[src/rtl/bin_bcd_secuencial_pkg.sv]
// ---------------------------------------------------------------------------
// bin_bcd_secuencial_pkg
// Shared constants for the sequential binary-to-BCD converter:
//   - FSM state encoding (REPOSO / DESPLAZA / FIN)
//   - BCD nibble width
//   - double-dabble add-3 threshold and increment
// ---------------------------------------------------------------------------
package bin_bcd_secuencial_pkg;

    localparam logic [1:0] REPOSO   = 2'd0;
    localparam logic [1:0] DESPLAZA = 2'd1;
    localparam logic [1:0] FIN      = 2'd2;

    localparam int         NIBBLE   = 4;
    localparam int         DIGITOS  = 4;

    localparam logic [NIBBLE-1:0] UMBRAL = 4'd5;
    localparam logic [NIBBLE-1:0] SUMA   = 4'd3;

endpackage

[src/rtl/bin_bcd_secuencial_ajuste_bcd.sv]
// ---------------------------------------------------------------------------
// ajuste_bcd
// Combinational double-dabble correction cell: a nibble of 5 or more gets 3
// added so that the following left shift carries correctly into the next
// decimal digit.
// Ports:
//   i_nibble  in  4  BCD nibble before correction
//   o_nibble  out 4  corrected nibble
// ---------------------------------------------------------------------------
module ajuste_bcd
    import bin_bcd_secuencial_pkg::*;
(
    input  logic [NIBBLE-1:0] i_nibble,
    output logic [NIBBLE-1:0] o_nibble
);

    assign o_nibble = (i_nibble >= UMBRAL) ? (i_nibble + SUMA) : i_nibble;

endmodule

[src/rtl/bin_bcd_secuencial.sv]
// ---------------------------------------------------------------------------
// bin_bcd_secuencial
// Multi-cycle binary-to-BCD converter (shift-and-add-3). A start strobe in
// REPOSO captures numero (saturated to MAXIMO), ANCHO shift cycles build the
// BCD value, and a FIN cycle copies it to the registered digit outputs.
// Digits and desborde only change at FIN or reset.
//
// Handshake: iniciar is a request that is accepted on a rising edge only
// while ocupado=0 (state REPOSO); requests while ocupado=1 are dropped.
// listo is a registered one-cycle pulse marking new digits; there is no
// back-pressure, the consumer must take the digits or rely on them staying
// stable until the next listo.
//
// Ports:
//   clock     in   1      system clock, rising edge
//   reset     in   1      synchronous active-high reset
//   numero    in   ANCHO  unsigned value, sampled on accepted iniciar
//   iniciar   in   1      start strobe
//   ocupado   out  1      conversion in progress (state != REPOSO)
//   listo     out  1      one-cycle pulse, new digits valid
//   desborde  out  1      last converted value exceeded MAXIMO
//   miles     out  4      thousands digit
//   centenas  out  4      hundreds digit
//   decenas   out  4      tens digit
//   unidades  out  4      units digit
//   o_estado  out  2      FSM state, debug visibility
// ---------------------------------------------------------------------------
module bin_bcd_secuencial
    import bin_bcd_secuencial_pkg::*;
#(
    parameter int ANCHO  = 16,
    parameter int MAXIMO = 9999
) (
    input  logic             clock,
    input  logic             reset,
    input  logic [ANCHO-1:0] numero,
    input  logic             iniciar,
    output logic             ocupado,
    output logic             listo,
    output logic             desborde,
    output logic [3:0]       miles,
    output logic [3:0]       centenas,
    output logic [3:0]       decenas,
    output logic [3:0]       unidades,
    output logic [1:0]       o_estado
);

    localparam int               BCD_W = NIBBLE * DIGITOS;
    localparam int               CNT_W = (ANCHO > 1) ? $clog2(ANCHO) : 1;
    localparam logic [ANCHO-1:0] MAX_V = ANCHO'(MAXIMO);
    localparam logic [CNT_W-1:0] ULTIMO = CNT_W'(ANCHO - 1);

    logic [1:0]       r_estado;
    logic [ANCHO-1:0] r_shift;
    logic [BCD_W-1:0] r_bcd;
    logic [CNT_W-1:0] r_cnt;
    logic             r_desb_int;
    logic             r_listo;
    logic             r_desborde;
    logic [3:0]       r_miles;
    logic [3:0]       r_centenas;
    logic [3:0]       r_decenas;
    logic [3:0]       r_unidades;

    // Accumulator after the per-nibble add-3 correction, before the shift.
    logic [BCD_W-1:0] w_adj;

    for (genvar g = 0; g < DIGITOS; g++) begin : g_ajuste
        ajuste_bcd u_ajuste (
            .i_nibble (r_bcd[g*NIBBLE +: NIBBLE]),
            .o_nibble (w_adj[g*NIBBLE +: NIBBLE])
        );
    end

    always_ff @(posedge clock) begin
        if (reset) begin
            r_estado   <= REPOSO;
            r_shift    <= '0;
            r_bcd      <= '0;
            r_cnt      <= '0;
            r_desb_int <= 1'b0;
            r_listo    <= 1'b0;
            r_desborde <= 1'b0;
            r_miles    <= 4'd0;
            r_centenas <= 4'd0;
            r_decenas  <= 4'd0;
            r_unidades <= 4'd0;
        end else begin
            r_listo <= 1'b0;
            case (r_estado)
                REPOSO: begin
                    if (iniciar) begin
                        if (numero > MAX_V) begin
                            r_shift    <= MAX_V;
                            r_desb_int <= 1'b1;
                        end else begin
                            r_shift    <= numero;
                            r_desb_int <= 1'b0;
                        end
                        r_bcd    <= '0;
                        r_cnt    <= '0;
                        r_estado <= DESPLAZA;
                    end
                end
                DESPLAZA: begin
                    // {bcd, shift} moves left as one long register.
                    r_bcd   <= {w_adj[BCD_W-2:0], r_shift[ANCHO-1]};
                    r_shift <= {r_shift[ANCHO-2:0], 1'b0};
                    r_cnt   <= r_cnt + 1'b1;
                    if (r_cnt == ULTIMO) begin
                        r_estado <= FIN;
                    end
                end
                FIN: begin
                    r_miles    <= r_bcd[15:12];
                    r_centenas <= r_bcd[11:8];
                    r_decenas  <= r_bcd[7:4];
                    r_unidades <= r_bcd[3:0];
                    r_desborde <= r_desb_int;
                    r_listo    <= 1'b1;
                    r_estado   <= REPOSO;
                end
                default: begin
                    r_estado <= REPOSO;
                end
            endcase
        end
    end

    assign ocupado  = (r_estado != REPOSO);
    assign listo    = r_listo;
    assign desborde = r_desborde;
    assign miles    = r_miles;
    assign centenas = r_centenas;
    assign decenas  = r_decenas;
    assign unidades = r_unidades;
    assign o_estado = r_estado;

endmodule

[config.mk]
export PLATFORM = sky130hd
export DESIGN_NAME = bin_bcd_secuencial
export DESIGN_NICKNAME = d
export VERILOG_FILES = /design/src/rtl/bin_bcd_secuencial_pkg.sv /design/src/rtl/bin_bcd_secuencial_ajuste_bcd.sv /design/src/rtl/bin_bcd_secuencial.sv
export SDC_FILE = /design/constraint.sdc
export NUM_CORES = 1
export LEC_CHECK = 0
export CAP_MARGIN = 20
export CORE_AREA = 2 2 97 99
export DETAILED_ROUTE_END_ITERATION = 6
export DIE_AREA = 0 0 99 101
export PLACE_DENSITY_LB_ADDON = 0.08
export SETUP_SLACK_MARGIN = 0.3
export SYNTH_ARGS = -nofsm -noshare
export SYNTH_HDL_FRONTEND = slang
export SYNTH_SLANG_ARGS = --single-unit
[constraint.sdc]
create_clock -name clock -period 1.7 [get_ports clock]
set_clock_uncertainty 0.1 [all_clocks]
set_input_delay 0.34 -clock clock [delete_from_list [all_inputs] [get_ports clock]]
set_output_delay 0.34 -clock clock [all_outputs]
set_load 0.005 [all_outputs]
# Word-level counts from Yosys, hierarchy flattened
# Cells that the tools add are included.
[totals]
regBits = 57
out_inout_bits = 21
[classes]
n_eq_ne = 5
addsub = 5
magnitude_cmp = 5
n_mux = 16
reduce_logical = 6
[ops]
columns = ["operator", "count"]
rows = [
  ["$pmux 16 s2", 2],
  ["$mux 16", 3],
  ["$ge 4x3->1 const B", 4],
  ["$gt 16x14->1 const B", 1],
  ["$mux 4", 4],
  ["$add 4x2->4 const B", 3],
  ["$pmux 4 s2", 1],
  ["$reduce_and 2->1", 3],
  ["$add 4x1->4 const B", 1],
  ["$eq 4x4->1 const B", 1],
  ["$mux 2", 2],
  ["$ne 2x2->1 const B", 2],
  ["$pmux 2 s2", 1],
  ["$reduce_bool 2->1", 2],
  ["$add 3x2->3 const B", 1],
  ["$mux 3", 1],
  ["$eq 2x1->1 const B", 1],
  ["$eq 2x2->1 const B", 1],
  ["$logic_not 2->1", 1],
  ["$mux 1", 2],
]

# Depth between registers and ports, before layout
# Gate-level depths: netlist of the first run.
[logic_depth]
word_depth = 4
depth_mapped = 5

# Modules after synthesis
# A second synthesis of the first run with hierarchy kept.
[unflattened]
cells_unflattened = 309
area_unflattened_um2 = 2620.0
[by_module_without_submodules]
columns = ["mod", "cells_each", "seq_area_each_um2", "n_inst", "area_per_inst_um2"]
rows = [
  ["bin_bcd_secuencial", 245, 1141.1, 1, 2214.6],
  ["ajuste_bcd", 16, 0.0, 4, 101.3],
]

# Worst setup path after synthesis of the first run
# Ideal clock, no wire load.
[synth_timing]
path_kind = "reg-to-reg"
from = "reg r_estado[1] (netlist: o_estado[1])"
to = "reg r_shift[1]"
t_arrival_ps = 1335
t_required_ps = 1462
path_slack_ps = 128
setup_time_ps = 138
path_buffers = 1
stages_incl_launch_ff = 5
cell_sequence = "dfxtp_1 or3b_1 buf_2 nor4_4 a31oi_1"
[synth_between]
elab_chain_len = 3
elab_cells_between_ends = 6
cone_classes = "eq/ne (2); mux (1); reduce/logical (3)"
[synth_lines]
columns = ["item", "line_no", "source"]
rows = [
  ["start, declared", "bin_bcd_secuencial.sv:53", "logic [1:0] r_estado;"],
  ["start signal, assigned", "bin_bcd_secuencial.sv:77", "r_estado <= REPOSO;"],
  ["start signal, assigned", "bin_bcd_secuencial.sv:102", "r_estado <= DESPLAZA;"],
  ["start signal, assigned", "bin_bcd_secuencial.sv:111", "r_estado <= FIN;"],
  ["$eq 2x1->1 / $logic_not 2->1 (equally long branches)", "bin_bcd_secuencial.sv:90", "case (r_estado)"],
  ["$reduce_bool 2->1 (no line) / $ne 2x2->1 (equally long branches)", "n/a", ""],
  ["$reduce_and 2->1 (no line)", "n/a", ""],
  ["end signal, assigned", "bin_bcd_secuencial.sv:97", "r_shift <= numero;"],
  ["end signal, assigned", "bin_bcd_secuencial.sv:108", "r_shift <= {r_shift[ANCHO-2:0], 1'b0};"],
  ["end, declared", "bin_bcd_secuencial.sv:54", "logic [ANCHO-1:0] r_shift;"],
]
# Several ways; a longest one is shown, not always the timed one.
# A chain may end at the register's enable or synchronous reset.

# Worst setup path in the final report of the first run
[layout_timing]
from = "reg r_estado[1] (netlist: o_estado[1])"
to = "reg r_shift[4]"
# The elaborated chain is that of the path after synthesis.

==> run_results.csv, run 1 <==
group,metric,value,unit
clocking,path_clk_slew,0.07,ns
timing,fmax,623.2,MHz
yosys,synthSimpleGateAreaFrac,21.62,%
timing,finalSetupViolCount,0,
finish,final_nets,431,
routing,dr.pass1.iters,4,
die,die_w,99,µm
yosys,synth_xor_area_share,0.9915,%
timing,hold_violations,0,
routing,wire_per_inst,14.91,µm
timing,whs,0.3507,ns
global_route,overflow,0,
yosys,synth_edf_count,0,
timing,relSlewSlack,73.25,%
die,coreArea,0.008977,mm²
finish,multi_input_comb_area,0.001589,mm²
clocking,clk_latency,0.33,ns
power_and_ir_drop,p_int,2.404,mW
yosys,synth-seq-cells,57,
global_route,grt_antenna_before_repair,0,
clocking,htree_levels,3,
clocking,hold_buffers,0,
yosys,synth_area_per_cell,8.386,µm²
critical_path,worstPathCellList,"buf_6 -> buf_6 -> buf_6 -> o21bai_4 -> buf_6 -> a22oi_1 -> o32ai_1",
placed_design,gp_congestion,0.8018,
timing,finalMaxSlewViolations,0,
critical_path,max_stage_delay,0.35,ns
critical_path,required,1.81,ns
yosys,synth_fa_ha_area_share,4.249,%
power_and_ir_drop,vdd_drop_max,430.4,µV
yosys,ys_warn_count,0,
routing,drtAntennaViolNets,0,
clocking,clockRootBuffer,"clkbuf_8",
placed_design,dp_slack,-0.2607,ns
routing,routed_wl,7.736,mm
global_route,grt_pass1_vias,2601,
timing,post-route-period-util,94.39,%
yosys,synthArstFlopShare,0,%
routing,drtIter0Drc,75,
die,die_h,101,µm
yosys,yosysSeqAreaShare,43.06,%
run_status,status,"finished clean",
yosys,synth_compound_gate_area_share,22.95,%
die,fp-row-count,35,
power_and_ir_drop,pwr-share-comb,12.8,%
finish,layout_common_cells,"nand2_1, dfxtp_1, buf_4",
timing,worst_slew_pin_slew,0.4005,ns
placed_design,numPortBuffers,39,
die,ios,40,
yosys,synth_mux_area_share,0.3777,%
finish,n_antenna_cell,0,
global_route,globalRouteTotalUtil,16.11,%
yosys,syn_inst,316,
timing,fin_crit,1.605,ns
clocking,cts_buffers,9,
power_and_ir_drop,power_density,772.0,mW/mm²
yosys,netlist_area,0.002650,mm²
power_and_ir_drop,leakagePower,1.545,nW
die,initial_core_util,29.52,%
routing,drc,0,
finish,syn2layout_area_growth,56.33,%
timing,fin_ws,0.09542,ns
critical_path,endpoint_kind,"flip-flop",
routing,vias_per_cell,4.965,
clocking,cts_sinks,57,
timing,rsz0062_at_grt,"true",
finish,regArea,0.001160,mm²
global_route,grt_max_degree,20,
critical_path,path_max_fanout,5,
clocking,cts_buffer_depth,2,
finish,post_route_cells_drive_above_1_share,32.11,%
hold_path,min_path_type,"flip-flop to flip-flop",
critical_path,critPathLaunchType,"flip-flop",
yosys,synth_cell_type_count,39,
yosys,yosys_most_used_dff,"dfxtp_1",
clocking,cts_tree,"done",
yosys,synthesis.nets,344,
power_and_ir_drop,p_clk_share,43.9,%
critical_path,cp.arrival,1.71,ns
finish,fillCellCount,902,
run,cap_viol_max_count,0,
placed_design,hpwlAfterDp,5.279,mm
global_route,grt_pass1_wl,12.70,mm
routing,num_vias,2577,
yosys,synth_top_family_by_area,"compound AO/OA/AOI/OAI gates",
power_and_ir_drop,p_switching,0.7937,mW
die,dieArea,0.009999,mm²
power_and_ir_drop,p_seq_share,43.4,%
critical_path,worst_path_max_delay_cell,"dfxtp_4",
critical_path,worst-setup-path-type,"flip-flop to flip-flop",
power_and_ir_drop,switching_share,24.82,%
critical_path,cpMostUsedCell,"buf_6",
==> cells in the mapped netlist, types with 7 or more instances <==
library cell | instances | area share (%)
a21oi_1 | 35 | 6.6
buf_2 | 8 | 1.5
clkbuf_1 | 11 | 1.6
dfxtp_1 | 57 | 43
ha_1 | 9 | 4.2
inv_1 | 24 | 3.4
nand2_1 | 46 | 6.5
nand3_1 | 24 | 4.5
o2111ai_1 | 8 | 2.6
o211ai_1 | 9 | 2.5
o21ai_0 | 9 | 1.7
o221ai_1 | 7 | 2.3
==> critical path, delay by kind of cell (launching register included) <==
family	cells	cell delay [ns]
buffers and inverters	4	0.51
AOI/OAI and AO/OA	3	0.51
DFF	1	0.35
==> power by group through the flow <==
| stage | Clock, mW | Sequential (mW) | Combinational [mW] |
|---|---|---|---|
| final | 1.40 | 1.39 | 0.408 |
| after global routing | 1.52 | 1.39 | 0.441 |
| after CTS | 1.44 | 1.39 | 0.368 |
| after detailed placement | 0 | 1.42 | 0.321 |
| after global placement | 0 | 1.42 | 0.320 |
| after floorplan | 0 | 1.41 | 0.151 |
==> registers in the layout (all words and copies together), names as in the netlist <==
| register | count |
|---|---|
| r_shift | 16 |
| r_bcd | 16 |
| o_estado | 2 |
| desborde | 1 |
| unidades | 4 |
| miles | 4 |
| centenas | 4 |
| listo | 1 |
| r_cnt | 4 |
| decenas | 4 |
| r_desb_int | 1 |
==> per-layer routing <==
layer / part of all wire, % / vias to the layer above / GRT usage, %
met5: 0 / - / 0
met4: 1.1 / 0 / 4.110
met3: 3.9 / 10 / 4.230
met2: 50 / 53 / 28.90
met1: 45 / 1201 / 19.12
li1: - / 1313 / -
==> what timing repair did <==
item / CTS / global route
gates resized for setup: 77 / 35
pin swaps: 21 / 16
setup endpoints to repair: 72 / 61
gates cloned: 2 / 2
setup buffers: 9 / 1
==> final timing paths <==
| kind | slack [ns] | cells past startpoint | to | startpoint |
|---|---|---|---|---|
| max | 0.1 | 7 | r_shift[4] | o_estado[1] |
| max reg2reg | 0.1 | 7 | r_shift[4] | o_estado[1] |
| min | 0.35 | 2 | centenas[1] | centenas[1] |
| min reg2reg | 0.35 | 2 | centenas[1] | centenas[1] |
==> area by class of cell <==
cell class                      instances  area share (%)
Sequential cell                        57           28.00
Multi-Input combinational cell        214           38.36
Tap cell                              111           3.352
Clock buffer                            9           2.990
Inverter                               24           2.175
Timing Repair Buffer                   97           22.83
Clock inverter                          7           2.295
==> metrics by stage <==
| stage | instance area (µm²) | total power [mW] | cells | util (%) | TNS, ns |
|---|---|---|---|---|---|
| after global placement | 3503 | 1.739 | 489 | 39.02 | -3.459 |
| final | 4143 | 3.198 | 519 | 46.15 | 0 |
| after floorplan | 2709 | 1.563 | 316 | - | 0 |
| after CTS | 3916 | 3.195 | 516 | 43.62 | 0 |
| after detailed placement | 3503 | 1.741 | 489 | 39.02 | -4.312 |
| after global routing | 4143 | 3.351 | 519 | 46.15 | 0 |
==> kinds of logic (layout without fill, tap and decap cells) <==
kind of cell    after synthesis  count (layout)
xor+xnor                      3               3
buf+inv                      45             137
mux                           1               1
fa+ha+maj                     9               9
flops                        57              57
simple gates                109             109
compound gates               92              92
Note: power is estimated with default switching activity, not from simulation.
==> run 2, diff against run 1 <==
REMOVE_ABC_BUFFERS = 1   (was default)
==> run 2 against run 1 <==
Against the previous run: total power shrank 0.68%; utilization increased by 2.3 points; first-iteration DRC count up 6.7%; via count increased by 3.0%; critical path type unchanged; critical endpoint is now r_shift[1]; largest cell class unchanged.
==> run_results.csv, run 2 (same netlist as run 1, synthesis figures left out) <==
group,metric,value,unit
clocking,cts_buffers,9,
run,cap_viol_max_count,0,
die,ios,40,
placed_design,numPortBuffers,39,
routing,drc,0,
critical_path,r2r-end,"r_shift[1]",
finish,fin_util,48.47,%
critical_path,timing.rr.start,"o_estado[0]",
placed_design,gp_congestion,0.8060,
timing,fin_setup_tns,0,ns
die,coreArea,0.008977,mm²
timing,relSlewSlack,77.66,%
hold_path,hold_depth,2,
die,initial_core_util,29.52,%
placed_design,dp_slack,-0.2894,ns
routing,wire_per_inst,15.79,µm
timing,finalSetupViolCount,0,
hold_path,hold_end,"miles[3]",
finish,final_common_cell,"dfxtp_1",
power_and_ir_drop,vdd_drop_max,353.0,µV
die,dieArea,0.009999,mm²
timing,finalMaxSlewViolations,0,
finish,post_route_cells_drive_above_1_share,41.36,%
clocking,clockRootBuffer,"clkbuf_8",
finish,fillCellCount,877,
routing,routed_wl,8.242,mm
finish,layout_common_cells,"dfxtp_1, nand2_1, buf_4",
finish,syn2layout_area_growth,64.21,%
timing,fin_crit,1.526,ns
finish,fin_cells,522,
run_status,status,"finished clean",
critical_path,worst_path_max_delay_cell,"or3b_4",
critical_path,cp.arrival,1.64,ns
power_and_ir_drop,leakagePower,1.607,nW
power_and_ir_drop,p_clk_share,43.3,%
power_and_ir_drop,p_int,2.406,mW
routing,drtIter0Drc,80,
global_route,grt_max_degree,19,
critical_path,endpoint_kind,"flip-flop",
routing,num_vias,2655,
timing,post-route-period-util,89.78,%
clocking,cts_buffer_depth,2,
global_route,globalRouteTotalUtil,15.74,%
critical_path,required,1.81,ns
clocking,clk_latency,0.34,ns
timing,whs,0.3448,ns
placed_design,dp.cells,491,
placed_design,hpwlAfterDp,5.102,mm
die,die_h,101,µm
timing,hold_violations,0,
power_and_ir_drop,pwr-share-comb,13.0,%
routing,vias_per_cell,5.086,
finish,final_nets,435,
routing,drtAntennaViolNets,0,
critical_path,r2r_cells,5,
critical_path,worst-setup-path-type,"flip-flop to flip-flop",
finish,top_regs,"r_bcd x16, r_shift x16",
global_route,grt_pass1_wl,12.34,mm
critical_path,max_stage_delay,0.41,ns
power_and_ir_drop,power_density,729.9,mW/mm²
finish,n_antenna_cell,0,
clocking,htree_levels,3,
global_route,overflow,0,
clocking,cts_sinks,57,
critical_path,r2r_setup_slack,0.17,ns
clocking,cts_tree,"done",
critical_path,worstPathCellList,"buf_12 -> or3b_4 -> nor4_4 -> buf_4 -> a31oi_1",
hold_path,min_path_type,"flip-flop to flip-flop",
die,fp-row-count,35,
global_route,grt_antenna_before_repair,0,
global_route,grt_pass1_vias,2513,
timing,fmax,655.2,MHz
die,die_w,99,µm
timing,fin_ws,0.1737,ns
critical_path,path_max_fanout,4,
hold_path,min-delay-start,"miles[3]",
clocking,path_clk_slew,0.07,ns
critical_path,critPathLaunchType,"flip-flop",
power_and_ir_drop,p_switching,0.7703,mW
power_and_ir_drop,p_seq_share,43.7,%
timing,worst_slew_pin_slew,0.3307,ns
routing,dr.pass1.iters,4,
power_and_ir_drop,switching_share,24.25,%
timing,rsz0062_at_grt,"true",
run 2: changes by cell type in the layout (fill, tap and decap cells not counted), sizes merged, moves of 2 or more:
cell,delta
clkinv,-3
buf,+2
clkdlybuf4s50,-3
dlygate4sd2,+5
clkbuf,+6
run 2: worst max path at each step:
stage / cells past startpoint / end / from
after CTS: 2 / ocupado / o_estado[1]
after global routing: 5 / r_desb_int / o_estado[0]
after detailed placement: 4 / r_shift[6] / numero[6]
after floorplan: 3 / r_shift[11] / o_estado[0]
final: 5 / r_shift[1] / o_estado[0]
after global placement: 4 / r_shift[6] / numero[6]
run 2: routing by layer:
layer	GRT usage (%)	part of all wire, %	wire length, µm
met1	19.40	45	3675
met2	26.20	49	4040
met3	2.982	3.6	300
met4	8.114	2.7	225
met5	0	0	0
run 2: critical path: cells and delay by family, from the launching register on:
kind                   cells  cell delay, ns
and+or+nand+nor            2            0.57
AOI/OAI and AO/OA          1            0.07
DFF                        1            0.36
buffers and inverters      2            0.31
run 2: power groups by stage:
stage	clock network, mW	logic (mW)	registers [mW]
after global routing	1.47	0.443	1.39
after CTS	1.41	0.362	1.39
after floorplan	0	0.110	1.41
after global placement	0	0.307	1.42
final	1.38	0.412	1.39
after detailed placement	0	0.308	1.42
run 2: final cells by class:
| type | instances | area [µm²] | area share (%) |
|---|---|---|---|
| flip-flops and latches | 57 | 1156 | 26.57 |
| well taps | 111 | 138.9 | 3.191 |
| multi-input cells | 214 | 1769 | 40.66 |
| repair buffers | 101 | 983.4 | 22.60 |
| inverters | 24 | 90.09 | 2.070 |
| clock inverters | 2 | 35.03 | 0.8051 |
| clock buffers | 13 | 178.9 | 4.112 |
run 2: what timing repair did:
item | CTS | global route
resized for setup | 86 | 80
pin swaps | 24 | 32
hold buffers | 0 | 0
setup endpoints to repair | 74 | 54
cloned | 1 | 5
buffers inserted | 6 | 4
run 2: stage by stage:
stage               cell area (µm²)  total power, mW
finish                         4352            3.176
global route                   4352            3.298
CTS                            3908            3.160
detailed placement             3473            1.726
global placement               3473            1.725
floorplan                      2561            1.524
==> run 3, diff against run 2 <==
CORE_AREA = 2 2 93 104   (was 2 2 97 99)
CTS_CLUSTER_SIZE = 8   (was default)
DIE_AREA = 0 0 95 106   (was 0 0 99 101)
==> run 3 against run 2 <==
Against the previous run: fmax is 6.7% lower; total power decreased by 1.6%; wire length is essentially flat; clock power shrank 7%; sequential cell count did not move; utilization up 0.15 points.
==> run_results.csv, run 3 (same netlist as run 1, synthesis figures left out) <==
group,metric,value,unit
run_status,status,"finished clean",
run,cap_viol_max_count,0,
critical_path,worst-setup-path-type,"flip-flop to flip-flop",
power_and_ir_drop,power_density,704.7,mW/mm²
global_route,grt_pass1_vias,2576,
global_route,grt_pass1_wl,12.78,mm
placed_design,numPortBuffers,39,
hold_path,hold_depth,3,
critical_path,r2r_cells,7,
critical_path,worst_path_max_delay_cell,"or3b_4",
power_and_ir_drop,leakagePower,1.743,nW
power_and_ir_drop,switching_share,24.63,%
routing,num_vias,2670,
timing,fin_crit,1.635,ns
power_and_ir_drop,pwr-share-comb,14.4,%
power_and_ir_drop,power.total,3.125,mW
timing,whs,0.3295,ns
routing,wire_per_inst,15.37,µm
clocking,cts_buffer_depth,2,
timing,rsz0062_at_grt,"true",
finish,fillCellCount,885,
timing,hold_violations,0,
critical_path,max_stage_delay,0.41,ns
routing,drtIter0Drc,73,
clocking,cts_sinks,57,
timing,relSlewSlack,77.84,%
power_and_ir_drop,p_clk_share,41.2,%
critical_path,required,1.84,ns
power_and_ir_drop,vdd_drop_max,389.8,µV
die,coreArea,0.009120,mm²
die,ios,40,
clocking,clockRootBuffer,"clkbuf_8",
finish,final_nets,443,
routing,routed_wl,8.236,mm
finish,stdcell_area,0.004434,mm²
placed_design,hpwlAfterDp,5.223,mm
timing,post-route-period-util,96.19,%
timing,worst_slew_pin_slew,0.3277,ns
finish,regArea,0.001160,mm²
clocking,clk_latency,0.35,ns
timing,fin_ws,0.06478,ns
critical_path,cp.arrival,1.77,ns
clocking,cts_buffers,9,
finish,n_antenna_cell,0,
finish,post_route_cells_drive_above_1_share,42.48,%
die,initial_core_util,29.06,%
clocking,htree_levels,3,
clocking,hold_buffers,0,
power_and_ir_drop,p_int,2.355,mW
power_and_ir_drop,p_switching,0.7698,mW
die,die_h,106,µm
timing,fmax,611.5,MHz
finish,layout_common_cells,"dfxtp_1, buf_4, nand2_1",
routing,dr.pass1.iters,4,
finish,fin_util,48.62,%
critical_path,r2r_setup_slack,0.06,ns
clocking,path_clk_slew,0.07,ns
critical_path,path_max_fanout,5,
routing,drc,0,
die,fp-row-count,37,
global_route,grt_antenna_before_repair,0,
routing,vias_per_cell,4.981,
die,dieArea,0.01007,mm²
critical_path,critPathLaunchType,"flip-flop",
finish,multi_input_comb_area,0.001735,mm²
finish,syn2layout_area_growth,67.33,%
critical_path,worstPathCellList,"buf_6 -> buf_6 -> or3b_4 -> buf_4 -> buf_6 -> o211ai_1 -> a21oi_1",
clocking,cts_tree,"done",
global_route,globalRouteTotalUtil,17.19,%
global_route,overflow,0,
critical_path,endpoint_kind,"flip-flop",
hold_path,min_path_type,"input pin to flip-flop",
finish,top_regs,"r_bcd x16, r_shift x16",
placed_design,post_dp_cell_area,0.003468,mm²
power_and_ir_drop,p_seq_share,44.3,%
die,die_w,95,µm
timing,finalMaxSlewViolations,0,
critical_path,cpMostUsedCell,"buf_6",
placed_design,gp_congestion,0.7570,
finish,final_common_cell,"dfxtp_1",
routing,drtAntennaViolNets,0,
placed_design,dp_slack,-0.2775,ns
timing,finalSetupViolCount,0,
global_route,grt_max_degree,14,
## run 3: cell types whose count changed in the layout (fill, tap and decap cells not counted), sizes merged
cell,change
clkinv,+1
buf,+11
clkdlybuf4s15,+3
dlygate4sd2,-7
clkdlybuf4s50,+4
clkbuf,-4
## run 3: worst paths after layout
path,from,end
setup / recovery,o_estado[0],r_cnt[3]
hold / removal,numero[7],r_shift[7]
setup reg to reg,o_estado[0],r_cnt[3]
hold reg to reg,unidades[3],unidades[3]
## run 3: area by class of cell
type	instances	share of cell area [%]
repair buffers	109	24.97
well taps	117	3.301
multi-input cells	214	39.14
inverters	24	2.032
flip-flops and latches	57	26.16
clock inverters	3	0.9029
clock buffers	12	3.499
## run 3: what timing repair did
item                       in CTS  in global routing
gates resized for setup        91                 99
buffers inserted                8                  9
cloned                          6                  1
pin swaps                      19                 45
setup endpoints to repair      75                 64
## run 3: through the flow
step	setup TNS, ns	std cells
final	0	536
after global routing	0	536
after CTS	0	526
after detailed placement	-4.933	497
after global placement	-4.425	497
after floorplan	-1.257	295
## run 3: power by group through the flow
stage	combinational (mW)	clock (mW)	sequential (mW)
2_1_floorplan	0.110	0	1.41
3_3_place_gp	0.304	0	1.42
3_5_place_dp	0.304	0	1.42
4_1_cts	0.365	1.33	1.39
5_1_grt	0.485	1.39	1.39
6_report	0.451	1.29	1.39
## run 3: worst max-delay path: cells and delay by family, from the launching register on
family                 cells  cell delay, ns
buffers and inverters      4            0.51
AND/OR/NAND/NOR            1            0.41
flip-flops                 1            0.34
AO/OA/AOI/OAI              2            0.16
## run 3: per-layer routing
layer / up-vias / share of wire [%] / track usage, %
met4: 0 / 1.7 / 10.04
met5: - / 0 / 0
met3: 14 / 3.0 / 4.536
met1: 1278 / 42 / 19.18
li1: 1336 / - / -
met2: 42 / 53 / 29.03
